--- src/rtl/gray_pkg.sv ---
// Shared types and helpers for the gray-code sequencer.
package gray_pkg;

    typedef enum logic [1:0] {
        IDLE = 2'd0,
        RUN  = 2'd1,
        DONE = 2'd2
    } state_t;

    localparam logic DIR_UP = 1'b0;
    localparam logic DIR_DN = 1'b1;

    // Widest value bin2gray handles; callers cast down to their own width.
    localparam int GRAY_MAX_W = 32;

    function automatic logic [GRAY_MAX_W-1:0] bin2gray(input logic [GRAY_MAX_W-1:0] b);
        return b ^ (b >> 1);
    endfunction

endpackage

--- src/rtl/gray_step_chk.sv ---
// Flags whether two gray codes differ in exactly one bit position.
module gray_step_chk #(
    parameter int WIDTH = 4
) (
    input  logic [WIDTH-1:0] i_prev,
    input  logic [WIDTH-1:0] i_curr,
    output logic             o_one_bit
);

    localparam int CW = $clog2(WIDTH + 1);

    logic [WIDTH-1:0] w_diff;
    logic [CW-1:0]    w_cnt;

    assign w_diff = i_prev ^ i_curr;

    always_comb begin
        w_cnt = '0;
        for (int i = 0; i < WIDTH; i++) begin
            w_cnt = w_cnt + CW'(w_diff[i]);
        end
    end

    assign o_one_bit = (w_cnt == CW'(1));

endmodule

--- src/rtl/gray_seq_ctrl.sv ---
// Steps a binary value through a modular inclusive range and streams binary/gray pairs.
//   state | meaning
//   IDLE  | waiting for start
//   RUN   | presenting beats on the valid/ready stream
//   DONE  | one-cycle done pulse after the final beat
module gray_seq_ctrl
    import gray_pkg::*;
#(
    parameter int WIDTH = 4
) (
    input  logic             clk,
    input  logic             rst_n,
    input  logic             start,
    input  logic [WIDTH-1:0] first_val,
    input  logic [WIDTH-1:0] last_val,
    input  logic             dir,
    input  logic             abort,
    input  logic             ready,
    output logic             valid,
    output logic [WIDTH-1:0] b_out,
    output logic [WIDTH-1:0] g_out,
    output logic             last,
    output logic             busy,
    output logic             done,
    output logic             gray_err
);

    state_t           r_state;
    state_t           w_state_nxt;
    logic [WIDTH-1:0] r_b;
    logic [WIDTH-1:0] r_g;
    logic [WIDTH-1:0] r_last_val;
    logic             r_dir;
    logic [WIDTH-1:0] r_prev_g;
    logic             r_have_prev;
    logic             r_gray_err;

    logic             w_start_go;
    logic             w_accept;
    logic             w_is_last;
    logic [WIDTH-1:0] w_b_step;
    logic [WIDTH-1:0] w_b_next;
    logic [WIDTH-1:0] w_g_next;
    logic             w_one_bit;

    assign w_start_go = (r_state == IDLE) && start;
    // Abort beats a simultaneous handshake: the beat is not counted as accepted.
    assign w_accept   = (r_state == RUN) && ready && !abort;
    assign w_is_last  = (r_state == RUN) && (r_b == r_last_val);
    assign w_b_step   = (r_dir == DIR_DN) ? (r_b - WIDTH'(1)) : (r_b + WIDTH'(1));

    always_comb begin
        w_b_next = r_b;
        if (w_start_go) begin
            w_b_next = first_val;
        end else if (w_accept && !w_is_last) begin
            w_b_next = w_b_step;
        end
    end

    assign w_g_next = WIDTH'(bin2gray(GRAY_MAX_W'(w_b_next)));

    always_ff @(posedge clk or negedge rst_n) begin
        if (!rst_n) begin
            r_state <= IDLE;
        end else begin
            r_state <= w_state_nxt;
        end
    end

    always_comb begin
        w_state_nxt = r_state;
        case (r_state)
            IDLE: if (start) w_state_nxt = RUN;
            RUN: begin
                if (abort) begin
                    w_state_nxt = IDLE;
                end else if (w_accept && w_is_last) begin
                    w_state_nxt = DONE;
                end
            end
            DONE:    w_state_nxt = IDLE;
            default: w_state_nxt = IDLE;
        endcase
    end

    always_ff @(posedge clk or negedge rst_n) begin
        if (!rst_n) begin
            r_b        <= '0;
            r_g        <= '0;
            r_last_val <= '0;
            r_dir      <= DIR_UP;
        end else begin
            r_b <= w_b_next;
            r_g <= w_g_next;
            if (w_start_go) begin
                r_last_val <= last_val;
                r_dir      <= dir;
            end
        end
    end

    gray_step_chk #(
        .WIDTH (WIDTH)
    ) u_step_chk (
        .i_prev    (r_prev_g),
        .i_curr    (r_g),
        .o_one_bit (w_one_bit)
    );

    always_ff @(posedge clk or negedge rst_n) begin
        if (!rst_n) begin
            r_prev_g    <= '0;
            r_have_prev <= 1'b0;
            r_gray_err  <= 1'b0;
        end else if (w_start_go) begin
            r_have_prev <= 1'b0;
            r_gray_err  <= 1'b0;
        end else if (w_accept) begin
            r_prev_g    <= r_g;
            r_have_prev <= 1'b1;
            if (r_have_prev && !w_one_bit) begin
                r_gray_err <= 1'b1;
            end
        end
    end

    assign valid    = (r_state == RUN);
    assign busy     = (r_state == RUN);
    assign done     = (r_state == DONE);
    assign last     = w_is_last;
    assign b_out    = r_b;
    assign g_out    = r_g;
    assign gray_err = r_gray_err;

endmodule

--- config.mk ---
export PLATFORM = sky130hd
export DESIGN_NAME = gray_seq_ctrl
export DESIGN_NICKNAME = d
export VERILOG_FILES = /design/src/rtl/gray_pkg.sv /design/src/rtl/gray_step_chk.sv /design/src/rtl/gray_seq_ctrl.sv
export SDC_FILE = /design/constraint.sdc
export NUM_CORES = 1
export LEC_CHECK = 0
export ABC_CLOCK_PERIOD_IN_PS = 2430
export CAP_MARGIN = 20
export CORE_MARGIN = 3
export CORE_UTILIZATION = 45
export DETAILED_ROUTE_END_ITERATION = 8
export PLACE_DENSITY = 0.73
export SLEW_MARGIN = 20
export SYNTH_ARGS = -nofsm -noshare
export SYNTH_HDL_FRONTEND = slang
export SYNTH_SLANG_ARGS = --single-unit
--- constraint.sdc ---
create_clock -name clk -period 2.43 [get_ports clk]
set_clock_uncertainty 0.2 [all_clocks]
set_input_delay 0.243 -clock clk [delete_from_list [all_inputs] [get_ports clk]]
set_output_delay 0.243 -clock clk [all_outputs]
set_load 0.1 [all_outputs]
==> results.toml <==
[clock_network]
cts_tree = "done"
ctsResizeCount = 0
holdBufCountCts = 0
cts.htree.levels = 1
clkSinkCount = 20
cts_buffers = 3
post_cts_buffers = 0
clkSlewWorstSetupHoldPaths_ns = 0.11
cts-root-buf = "clkbuf_4"
insertion_delay_ns = 0.29
clock_path_buffers = 2

[timing]
finalMaxSlewViolations = 0
maxSlewHeadroom_pct = 53.47
finalHoldViolations = 0
fmax_mhz = 433.7
setup_violations = 0
min_period_ns = 2.306
tns_ns = 0
rsz0062_at_grt = "no"
tightest_slew_ns = 0.6957
period_share_pct = 94.88

[logic_synthesis]
post_synth_num_cell_types = 31
synth_nets = 131
syn_area_per_cell_sq_um = 10.37
yosysSeqAreaShare_pct = 43.48
synth_cells = 111
synth_seq_cells = 20
netlist_area_sq_mm = 0.001151
synth_warnings = 0

[floorplan]
die_w_um = 56.58
row_count = 17
initial_core_util_pct = 49.65
die_h_um = 56.58
core_area_sq_mm = 0.002318
io_pins = 27
die_area_sq_mm = 0.003201

[grt]
antenna_found_initial = 0
grt-ovfl-total = 0
track_usage_pct = 15.00
grt_pass1_wl_um = 3760
grt-busiest-layer = "met2"
grt_pass1_vias = 870
met2_usage_pct = 27.72
grtUsageMet1_pct = 16.86
grt_max_degree = 16
globalRouteMet3Util_pct = 2.299

[status]
status = "finished clean"

[finish]
fillers = 187
design_area_sq_mm = 0.001471
nNetsFinal = 160
layout_common_cells = "nand2_1 (25), buf_4 (15), dfrtp_1 (14)"
final_common_cell = "nand2_1"
utilization_pct = 63.46
syn2layout_area_growth_pct = 27.83
layout-drive-gt1-share_pct = 27.34
finalNonFillerCells = 167
n_antenna_cell = 0

[route]
post_drt_wl_per_cell_um = 13.17
dr.pass1.iters = 4
via_per_inst = 5.012
drt_iter0_markers = 7
drc = 0
via_count = 837
drtAntennaViolNets = 0
routed_wl_um = 2200

[setup_path]
crit_type = "flip-flop to flip-flop"
end_kind = "flip-flop"
start_kind = "flip-flop"
crit_required_ns = 2.41
cp_max_fo = 3
critPathArrivalTime_ns = 2.29

[hold_path]
hp-class = "input pin to async pin"

[place]
dp.cells = 163
gp_routability_congestion = 0.7872
hpwl_um = 1743
place_area_sq_mm = 0.001445
port_buffers = 26

[job]
drv_cap = 0
area by class of cell:
cell class	instances	area (sq um)	area share, %
clock buffers	4	26.28	1.786
inverters	2	7.507	0.5102
multi-input cells	84	626.9	42.60
flip-flops and latches	20	513.0	34.86
well taps	28	35.03	2.381
repair buffers	29	262.8	17.86
final timing paths:
kind | from | end | slack (ns) | cells after the start
worst max-delay path | g_out[1]$_DFF_PN0_ | gray_err$_DFFE_PN0P_ | 0.12 | 8
worst min register to register | r_have_prev$_DFFE_PN0P_ | r_have_prev$_DFFE_PN0P_ | 0.29 | 1
worst min-delay path | rst_n | r_prev_g[2]$_DFFE_PN0P_ | 0.15 | 1
min in group clk | last_val[2] | r_last_val[2]$_DFFE_PN0P_ | 0.26 | 3
max in group asynchronous | rst_n | r_last_val[3]$_DFFE_PN0P_ | 1.31 | 2
worst max register to register | g_out[1]$_DFF_PN0_ | gray_err$_DFFE_PN0P_ | 0.12 | 8
cell usage after synthesis (all sizes together):
master,count,area [sq um]
xnor2,3,26.28
a21o,1,7.510
a31o,1,8.760
o41ai,1,27.53
o21bai,1,7.510
a21oi,2,10.01
xor2,13,113.9
nor4bb,1,10.01
mux2,4,45.04
nor3b,1,7.510
a211oi,1,7.510
nor2b,2,12.51
mux2i,2,20.02
nor4,1,6.260
nand4b,2,23.77
o211ai,1,12.51
o21ai,4,20.02
ha,4,50.05
nand3,2,10.01
buf,3,20.01
or3b,2,17.52
fa,2,40.04
a31oi,1,6.260
and2,2,12.51
clkbuf,2,7.510
nand2,25,93.84
nor2,5,18.77
dfrtp,20,500.5
inv,2,7.510
layer usage:
layer / up-vias / share of wire (%)
met5: - / 0
met1: 395 / 42
met4: 0 / 0.45
met2: 15 / 54
li1: 425 / -
met3: 2 / 3.8
worst max-delay path, stage by stage (launching register included):
cell	delay [ns]
dfrtp_4	0.50
xor2_1	0.15
ha_1	0.31
fa_2	0.36
ha_1	0.28
nor2_1	0.12
nand2_1	0.06
a31oi_1	0.17
nor2_1	0.05
per-stage QoR:
stage | setup WS [ns] | hold WS [ns]
2_1_floorplan | 0.02995 | -0.2526
6_report | 0.1243 | 0.1536
3_3_place_gp | 0.2324 | 0.2684
3_5_place_dp | 0.1445 | 0.2697
5_1_grt | 0.02077 | 0.1959
4_1_cts | 0.1059 | 0.1733
sequential cells by signal, indices dropped and copies added, names as in the netlist:
| signal | count |
|---|---|
| b_out | 4 |
| g_out | 3 |
| gray_err | 1 |
| r_dir | 1 |
| r_have_prev | 1 |
| r_last_val | 4 |
| r_prev_g | 4 |
| r_state | 2 |
cells by family after synthesis:
group | Yosys count | share of synthesized area, %
flops | 20 | 43.48
fa+ha+maj | 6 | 7.826
compound gates | 13 | 9.349
buf+inv | 7 | 3.043
mux | 6 | 5.652
simple gates | 43 | 18.48
xor+xnor | 16 | 12.17
Power is left out: the tool's default activity adds up to more than one toggle a clock period on the data nets, which glitch-free logic cannot reach.
